`config.mk`:
```
export PLATFORM = sky130hd
export DESIGN_NAME = alu_arbiter
export DESIGN_NICKNAME = d
export VERILOG_FILES = /design/src/rtl/alu_arbiter.sv
export SDC_FILE = /design/constraint.sdc
export NUM_CORES = 1
export LEC_CHECK = 0
export BUFFER_PORTS_ARGS = -buffer_cell sky130_fd_sc_hd__buf_2
export CAP_MARGIN = 20
export CORE_ASPECT_RATIO = 1.4
export CORE_UTILIZATION = 46
export CTS_CLUSTER_SIZE = 30
export DETAILED_ROUTE_END_ITERATION = 16
export PLACE_DENSITY = 0.86
export SETUP_SLACK_MARGIN = 0.2
export SYNTH_ARGS = -nofsm -noshare
export SYNTH_HDL_FRONTEND = slang
export SYNTH_SLANG_ARGS = --single-unit
```
`constraint.sdc`:
```
create_clock -name clk -period 2.9 [get_ports clk]
set_input_delay 0.435 -clock clk [delete_from_list [all_inputs] [get_ports clk]]
set_output_delay 0.435 -clock clk [all_outputs]
set_load 0.05 [all_outputs]
```
`src/rtl/alu_arbiter.sv`:
```
// alu_arbiter: round-robin arbiter that shares one combinational ALU between
// NREQ requesters. Operands are registered onto the ALU inputs, the result is
// captured one cycle later and returned with the requester ID.
// Optional build macro ALU_ARB_PERF_EN adds a saturating 16-bit op_count output.
module alu_arbiter #(
    parameter int NREQ = 4,
    parameter int DW   = 8,
    parameter int SW   = 4,
    localparam int IDW = $clog2(NREQ)
) (
    input  logic               clk,
    input  logic               rst_n,
    input  logic [NREQ-1:0]    req_valid,
    output logic [NREQ-1:0]    req_ready,
    input  logic [NREQ*DW-1:0] req_a,
    input  logic [NREQ*DW-1:0] req_b,
    input  logic [NREQ*SW-1:0] req_sel,
    output logic [DW-1:0]      alu_a,
    output logic [DW-1:0]      alu_b,
    output logic [SW-1:0]      alu_sel,
    input  logic [DW-1:0]      alu_out,
    output logic               rsp_valid,
    input  logic               rsp_ready,
    output logic [IDW-1:0]     rsp_id,
    output logic [DW-1:0]      rsp_data,
    output logic               busy
`ifdef ALU_ARB_PERF_EN
    ,
    output logic [15:0]        op_count
`endif
);

    typedef enum logic [1:0] {
        IDLE = 2'd0,
        EXEC = 2'd1,
        RESP = 2'd2
    } state_t;

    // NREQ expressed in the width used for pointer arithmetic (IDW+1 bits always holds it)
    localparam logic [IDW:0] NREQ_W = (IDW+1)'(NREQ);

    state_t         state_q, state_d;
    logic [IDW-1:0] rr_ptr_q, rr_ptr_d;
    logic [IDW-1:0] grant_idx;
    logic           grant_found;
    logic           accept;

    logic [DW-1:0]  alu_a_q, alu_b_q, rsp_data_q;
    logic [SW-1:0]  alu_sel_q;
    logic [IDW-1:0] rsp_id_q;
    logic           rsp_valid_q;

    // Per-requester views of the packed operand buses
    logic [DW-1:0]  a_arr   [NREQ];
    logic [DW-1:0]  b_arr   [NREQ];
    logic [SW-1:0]  sel_arr [NREQ];

    generate
        for (genvar gi = 0; gi < NREQ; gi++) begin : g_unpack
            assign a_arr[gi]   = req_a[gi*DW +: DW];
            assign b_arr[gi]   = req_b[gi*DW +: DW];
            assign sel_arr[gi] = req_sel[gi*SW +: SW];
        end
    endgenerate

    // Round-robin scan starting at rr_ptr; first valid requester wins
    always_comb begin
        logic [IDW:0] cand;
        cand        = '0;
        grant_found = 1'b0;
        grant_idx   = '0;
        for (int k = 0; k < NREQ; k++) begin
            cand = {1'b0, rr_ptr_q} + (IDW+1)'(k);
            if (cand >= NREQ_W) begin
                cand = cand - NREQ_W;
            end
            if (!grant_found && req_valid[cand[IDW-1:0]]) begin
                grant_found = 1'b1;
                grant_idx   = cand[IDW-1:0];
            end
        end
    end

    assign accept = (state_q == IDLE) && grant_found;

    // One-hot ready to the granted requester, only in IDLE and out of reset
    always_comb begin
        req_ready = '0;
        if (rst_n && accept) begin
            req_ready[grant_idx] = 1'b1;
        end
    end

    // Next state and next round-robin pointer (one past the winner, wrapping)
    always_comb begin
        logic [IDW:0] nxt;
        state_d  = state_q;
        rr_ptr_d = rr_ptr_q;
        nxt      = {1'b0, grant_idx} + (IDW+1)'(1);
        if (nxt == NREQ_W) begin
            nxt = '0;
        end
        case (state_q)
            IDLE: begin
                if (accept) begin
                    state_d  = EXEC;
                    rr_ptr_d = nxt[IDW-1:0];
                end
            end
            EXEC:    state_d = RESP;
            RESP:    if (rsp_ready) state_d = IDLE;
            default: state_d = IDLE;
        endcase
    end

    // State and arbitration pointer registers
    always_ff @(posedge clk or negedge rst_n) begin
        if (!rst_n) begin
            state_q  <= IDLE;
            rr_ptr_q <= '0;
        end else begin
            state_q  <= state_d;
            rr_ptr_q <= rr_ptr_d;
        end
    end

    // Operand capture on accept, result capture after the one-cycle ALU settle
    always_ff @(posedge clk or negedge rst_n) begin
        if (!rst_n) begin
            alu_a_q     <= '0;
            alu_b_q     <= '0;
            alu_sel_q   <= '0;
            rsp_id_q    <= '0;
            rsp_data_q  <= '0;
            rsp_valid_q <= 1'b0;
        end else begin
            if (accept) begin
                alu_a_q   <= a_arr[grant_idx];
                alu_b_q   <= b_arr[grant_idx];
                alu_sel_q <= sel_arr[grant_idx];
                rsp_id_q  <= grant_idx;
            end
            if (state_q == EXEC) begin
                rsp_data_q  <= alu_out;
                rsp_valid_q <= 1'b1;
            end else if (state_q == RESP && rsp_ready) begin
                rsp_valid_q <= 1'b0;
            end
        end
    end

`ifdef ALU_ARB_PERF_EN
    logic [15:0] op_count_q;

    // Completed-op counter, saturating at all ones
    always_ff @(posedge clk or negedge rst_n) begin
        if (!rst_n) begin
            op_count_q <= '0;
        end else if (rsp_valid_q && rsp_ready && (op_count_q != 16'hFFFF)) begin
            op_count_q <= op_count_q + 16'd1;
        end
    end

    assign op_count = op_count_q;
`endif

    assign alu_a     = alu_a_q;
    assign alu_b     = alu_b_q;
    assign alu_sel   = alu_sel_q;
    assign rsp_id    = rsp_id_q;
    assign rsp_data  = rsp_data_q;
    assign rsp_valid = rsp_valid_q;
    assign busy      = (state_q != IDLE);

endmodule
```
# ---- After elaboration in Yosys (flattened, before gate mapping)
# Index checks and enable logic that the tools add are counted.
dict set report word_totals {
  input_bits 95
  output_inout_bits 36
  register_bits 35
}
dict set report op_classes {
  n_eq_ne 5
  mux 38
  magnitude_cmp 11
  reduce_logical 15
  addsub 8
  bitwise_logic 1
}
# operator n
set op_table {}
lappend op_table {{8-bit binary-select mux with 2-bit select} 2}
lappend op_table {{8-bit two-way mux} 4}
lappend op_table {{2-bit two-way mux} 11}
lappend op_table {{2-bit by 3-bit < comparator with 1-bit output (second input constant)} 5}
lappend op_table {{3-bit greater-or-equal comparator (second input constant)} 4}
lappend op_table {{4-bit two-way mux} 3}
lappend op_table {{1-bit two-way mux} 11}
lappend op_table {{1-bit binary-select mux with 2-bit select} 4}
lappend op_table {{4-bit binary-select mux with 2-bit select} 1}
lappend op_table {{2-bit by 1-bit subtractor with 2-bit output (second input constant)} 4}
lappend op_table {{1-bit logical AND} 7}
lappend op_table {{2-bit by 1-bit adder with 3-bit output (second input constant)} 2}
lappend op_table {{2-bit by 2-bit adder with 3-bit output (second input constant)} 2}
lappend op_table {{2-bit one-hot mux with 3 select lines} 1}
lappend op_table {{2-bit inequality test (second input constant)} 2}
lappend op_table {{2-bit AND reduction} 2}
lappend op_table {{2-bit nonzero test} 2}
lappend op_table {{3-bit equality test (second input constant)} 1}
lappend op_table {{2-bit by 3-bit greater-or-equal comparator with 1-bit output (second input constant)} 1}
lappend op_table {{1-bit zero test} 3}
lappend op_table {{2-bit NOT with 3-bit output} 1}
lappend op_table {{1-bit demux with 2-bit select} 1}
lappend op_table {{2-bit by 1-bit equality test with 1-bit output (second input constant)} 1}
lappend op_table {{2-bit equality test (second input constant)} 1}
lappend op_table {{2 further kinds} 2}

# ---- Logic depth before layout (Yosys ltp)
dict set report depth {
  ltp_word 19
  depth_mapped 8
  depth_no_buf 6
}

# ---- Least setup slack after synthesis
# OpenSTA, ideal clock, no wires.
dict set report synth_timing {
  path_kind {register -> output}
  start {reg state_q[0]}
  end {out req_ready[0]}
  n_path_buf 0
  arrival_time_ps 2449
  path_stages_with_launch 6
  slack_ps 16
  required_time_ps 2465
  path_cell_list {dfrtp_1 -> or2_1 -> a21o_1 -> inv_2 -> nand2_1 -> nor3b_1}
}
dict set report synth_between {
  elab_chain_len 4
}
# element line
set synth_rtl {}
lappend synth_rtl {{from (decl)} 42} ;# state_t state_q, state_d;
lappend synth_rtl {{from (signal assigned)} 122} ;# state_q <= state_d;
lappend synth_rtl {{2-bit zero test} 84} ;# assign accept = (state_q == IDLE) && grant_found;
lappend synth_rtl {{1-bit logical AND} 84}
lappend synth_rtl {{1-bit logical AND} 89} ;# if (rst_n && accept) begin
lappend synth_rtl {{4-bit two-way mux} 89}
lappend synth_rtl {{to (decl)} 14} ;# output logic [NREQ-1:0] req_ready,
# Every way passes these cells.

# ---- Worst setup path after layout
dict set report layout_timing {
  start {reg rr_ptr_q[0]}
  end {out req_ready[1]}
}
dict set report layout_between {
  elab_chain_len 19
  elab_cells_between_ends 45
  cone_classes {7 x add/sub; 6 x order compare; 23 x mux; 9 x reduce/logical}
}
# element line
set layout_rtl {}
lappend layout_rtl {{from (decl)} 43} ;# logic [IDW-1:0] rr_ptr_q, rr_ptr_d;
lappend layout_rtl {{from (signal assigned)} 123} ;# rr_ptr_q <= rr_ptr_d;
lappend layout_rtl {{parallel branches: the longest is 18 deep, another holds 2-bit by 1-bit adder with 3-bit output} -}
lappend layout_rtl {{4-bit two-way mux *} 89}
# Every way passes the cells marked *. The select of a mux whose other input is x is not followed.

==> summary by stage <==
Synthesis
After Yosys synthesis, XOR and XNOR cells account for 0% of the synthesized area. Ranked by total cell area, the synthesized netlist is headed by sky130_fd_sc_hd__dfrtp_1, sky130_fd_sc_hd__a211oi_1, sky130_fd_sc_hd__mux2i_1, sky130_fd_sc_hd__a221o_1, sky130_fd_sc_hd__mux2_1. The largest family of logic cells by synthesized area is compound AO/OA/AOI/OAI gates.

The library cell with the largest summed area after synthesis is sky130_fd_sc_hd__dfrtp_1. The number of synthesized flops with an enable pin is 0. The cell area after synthesis is 0.00203 mm^2.

The synthesized-area fraction occupied by ao, oa, aoi and oai cells is 22.0%. The flip-flop and latch count after synthesis is 35. The async set-or-reset flop fraction in the synthesized netlist is 100%. Summing the areas of all and, or, nand and nor instances in the mapped netlist gives 14.0% of the synthesized area. The sequential-to-total area share from yosys stat is 43.1%. The adder-cell area share of the yosys netlist is 0.615%. The number of different library cells used by synthesis comes to 31. The Yosys step of the flow raised 0 warnings. The dominant synthesized flop cell is sky130_fd_sc_hd__dfrtp_1.

The number of instances in the synthesized netlist is 200. The portion of synthesized area spent on multiplexers is 16.1%. The synthesized area per cell is 10.2 um^2. Synthesis produced a netlist with a net count of 296.

The fraction of synthesized cell area taken by the top area cell type is 43.1%.

Route
The first TritonRoute pass finished after 5 iterations. After detailed routing, the total wire length is 5.94 mm. After the first detailed-routing iteration, the DRC count stood at 78. The via count is 2151. The final antenna-violating net count is 0. The routed via count divided by cell count is 5.50. The detailed-route wire length per cell is 15.2 um. The residual DRC count is 0.

Floorplan
The die area is 0.00470 mm^2. Once the floorplan was initialized, standard cells occupied 48.0% of the core. The number of placement rows is 28. The die is 80.7 um tall. The floorplan step defined a core boundary enclosing 0.00424 mm^2. The top-level port count is 131. The width of the chip is 58.2 um.

Critical path
The worst setup path is launched from a flip-flop. The worst path required time is 2.47 ns. The number of cells on the worst reg-to-reg path is 6. The highest net fanout along the worst path is 11. The kind of critical path is flip-flop to output pin. The worst register-to-register path begins at rr_ptr_q[0]$_DFFE_PN0P_. For the worst setup path, the data arrival time is 2.20 ns.

The destination of the worst register-to-register timing path is alu_b[7]$_DFFE_PN0P_. The worst setup path is captured at an output pin. The worst register-to-register path has a setup slack of 0.63 ns.

STA
The setup TNS is 0 ns. In this run the tightest slew margin relative to its limit is 52.3%. Setup repair after global routing left no endpoint under its margin. In the finished design, the share of the clock period the worst path needs comes to 90.8%. The smallest clock period supported by the final layout is computed as 2.63 ns. The setup clock skew after layout is 0.00475 ns. At the pin with the least slew margin, the transition time is 0.713 ns. Based on the critical path, the design can be clocked at up to 380 MHz. Setup violations remaining at the end of the flow were counted as 0.

The count of pins over their slew limit is 0. The final hold violation count is 0.

Placement
The weighted congestion reported at the end of routability-driven placement is 0.868. The placed instances occupy a cell area of 0.00274 mm^2. The post-DP HPWL is 4.44 mm. The count of buffers added on input and output ports is 130.

Power
The peak supply drop is 0.595 mV. The total power density per cell area is 1240 mW/mm^2. Summed over all cells, the static leakage comes to 0.00147 uW.

Layout
Summing all flip-flop and latch instances after layout gives 876 um^2. The net count of the finished layout is 426. The growth of design area from synthesis to finish is 41.7%. The final design area excluding fillers is 0.00288 mm^2. The filler cells instantiated in the layout total 357. The ratio of cells with drive above 1 in the final layout is 48.9%. In the final layout, the multi-input gates occupy 0.00110 mm^2. The total inserted antenna cells is 0.

Flow run
Across the run, the number of max-cap violations was 0.

Clock tree
After clock tree synthesis, the clock-pin slew on the worst setup and hold paths is 0.08 ns. The clock passes through at most 2 buffers. TritonCTS built the clock tree. TritonCTS created 5 clock buffers. The number of buffers inserted by hold repair at cts is 0. The tree is rooted in a sky130_fd_sc_hd__clkbuf_8. The maximum level of the CTS H-tree is 2.

The clock latency on the worst-skew pair is 0.30 ns. The total number of clock tree sinks is 35.

Worst hold path
The type of the most critical hold path is input pin to asynchronous set/reset pin.

GRT
The first global-routing pass estimated 8.86 mm of wire. After global routing the overflow that remains totals 0. The pin count of the biggest net entering global routing is 28.

The via count of the first global-routing pass came to 2004. The global-route usage over all layers is 24.9%. The number of antenna violations at the first check in global routing is 0.

Status
The run finished with clean final reports.
layout by cell type, fill, tap and decap left out, drive strengths merged:
cell type  netlist  routed
clkinv           0       1
a211oi          23      23
inv              3       4
nand3            9       9
nor2            15      15
a2bb2oi          1       2
a21oi           13      13
and3            12      12
clkbuf           8       5
ha               1       1
nor3b            3       3
or2              3       3
nor3             2       2
buf              7     137
a21o             3       3
nor2b            1       1
o2bb2ai          1       1
o21ai           11      11
dfrtp           35      35
mux2i           12      12
a221o            9       9
nand2            8       8
o21a             1       1
bufinv           0       1
mux2            17      17
nand2b           2       2
power by group:
| part | leakage, uW | total [uW] | internal [uW] | switching, uW |
|---|---|---|---|---|
| Clock | 0.0000587 | 455 | 260 | 194 |
| Sequential | 0.000411 | 899 | 740 | 160 |
| Combinational | 0.00100 | 2220 | 696 | 1520 |
metrics by stage:
| stage | power, uW | utilization, % | hold slack (ns) | std cells | worst slack (ns) |
|---|---|---|---|---|---|
| after floorplan | 2580 | - | 0.139 | 200 | 0.0837 |
| after global placement | 3040 | 64.7 | 0.319 | 382 | 0.511 |
| after detailed placement | 3090 | 64.7 | 0.323 | 382 | 0.473 |
| after CTS | 3540 | 67.4 | 0.00309 | 390 | 0.223 |
| after global routing | 3770 | 68.0 | 0.00504 | 391 | 0.184 |
| final | 3570 | 68.0 | 0.00186 | 391 | 0.267 |
layout make-up:
type                    count  share of cell area [%]
clock inverters             3                    1.65
well taps                  60                    2.60
repair buffers            137                    24.4
flip-flops and latches     35                    30.4
inverters                   3                   0.391
multi-input cells         148                    38.2
clock buffers               5                    2.39
synthesized netlist by cell type (2+ instances only):
cell,instances
sky130_fd_sc_hd__dfrtp_1,35
sky130_fd_sc_hd__nand2_1,7
sky130_fd_sc_hd__mux2_4,4
sky130_fd_sc_hd__mux2_2,5
sky130_fd_sc_hd__nor2_1,15
sky130_fd_sc_hd__inv_2,2
sky130_fd_sc_hd__nand2b_1,2
sky130_fd_sc_hd__and3_1,12
sky130_fd_sc_hd__o21ai_0,9
sky130_fd_sc_hd__mux2_1,8
sky130_fd_sc_hd__or2_1,3
sky130_fd_sc_hd__a221o_1,9
sky130_fd_sc_hd__clkbuf_1,8
sky130_fd_sc_hd__a21o_1,3
sky130_fd_sc_hd__nand3_1,9
sky130_fd_sc_hd__nor3b_1,3
sky130_fd_sc_hd__o21ai_1,2
sky130_fd_sc_hd__nor3_1,2
sky130_fd_sc_hd__a21oi_1,13
sky130_fd_sc_hd__buf_6,2
sky130_fd_sc_hd__buf_2,4
sky130_fd_sc_hd__a211oi_1,23
sky130_fd_sc_hd__mux2i_1,12
repair_timing:
action                                  4_1_cts  5_1_grt
endpoints found under the setup margin        0        2
setup buffers                                 0        0
resized for setup                             0        2
kinds of logic (layout without fill, tap and decap cells):
group           count (synthesis)  in the layout
mux                            29             29
fa+ha+maj                       1              1
buf+inv                        18            148
compound gates                 62             63
flops                          35             35
simple gates                   55             55
sequential cells by signal, summed over array words and instances, names as in the netlist:
name	flops
rr_ptr_q	2
rsp_id	2
rsp_valid	1
alu_sel	4
state_q	2
rsp_data	8
alu_a	8
alu_b	8
critical path, cell delays in order (launching register included):
cell and delay, ns:
sky130_fd_sc_hd__dfrtp_1 0.55, sky130_fd_sc_hd__mux2i_2 0.22, sky130_fd_sc_hd__a2bb2oi_4 0.33, sky130_fd_sc_hd__nand2_4 0.16, sky130_fd_sc_hd__inv_2 0.09, sky130_fd_sc_hd__ha_1 0.14, sky130_fd_sc_hd__and3_1 0.15, sky130_fd_sc_hd__buf_2 0.26
layer usage:
layer | wire (um) | up-vias | global-route usage (%) | share of wire (%)
met5 | 0 | - | 0 | 0
met4 | 155 | 0 | 9.76 | 2.6
met3 | 348 | 17 | 5.15 | 5.9
met2 | 3340 | 118 | 45.7 | 56
met1 | 2090 | 1001 | 27.5 | 35
li1 | - | 1015 | - | -
how the worst max path moves through the flow:
stage	startpoint	endpoint	slack [ns]
3_3_place_gp	req_valid[3]	req_ready[1]	0.51
2_1_floorplan	rr_ptr_q[1]$_DFFE_PN0P_	req_ready[2]	0.08
5_1_grt	rr_ptr_q[0]$_DFFE_PN0P_	req_ready[1]	0.18
3_5_place_dp	req_valid[3]	req_ready[1]	0.47
4_1_cts	rr_ptr_q[0]$_DFFE_PN0P_	req_ready[1]	0.22
6_report	rr_ptr_q[0]$_DFFE_PN0P_	req_ready[1]	0.27
(Power assumes the default switching activity.)
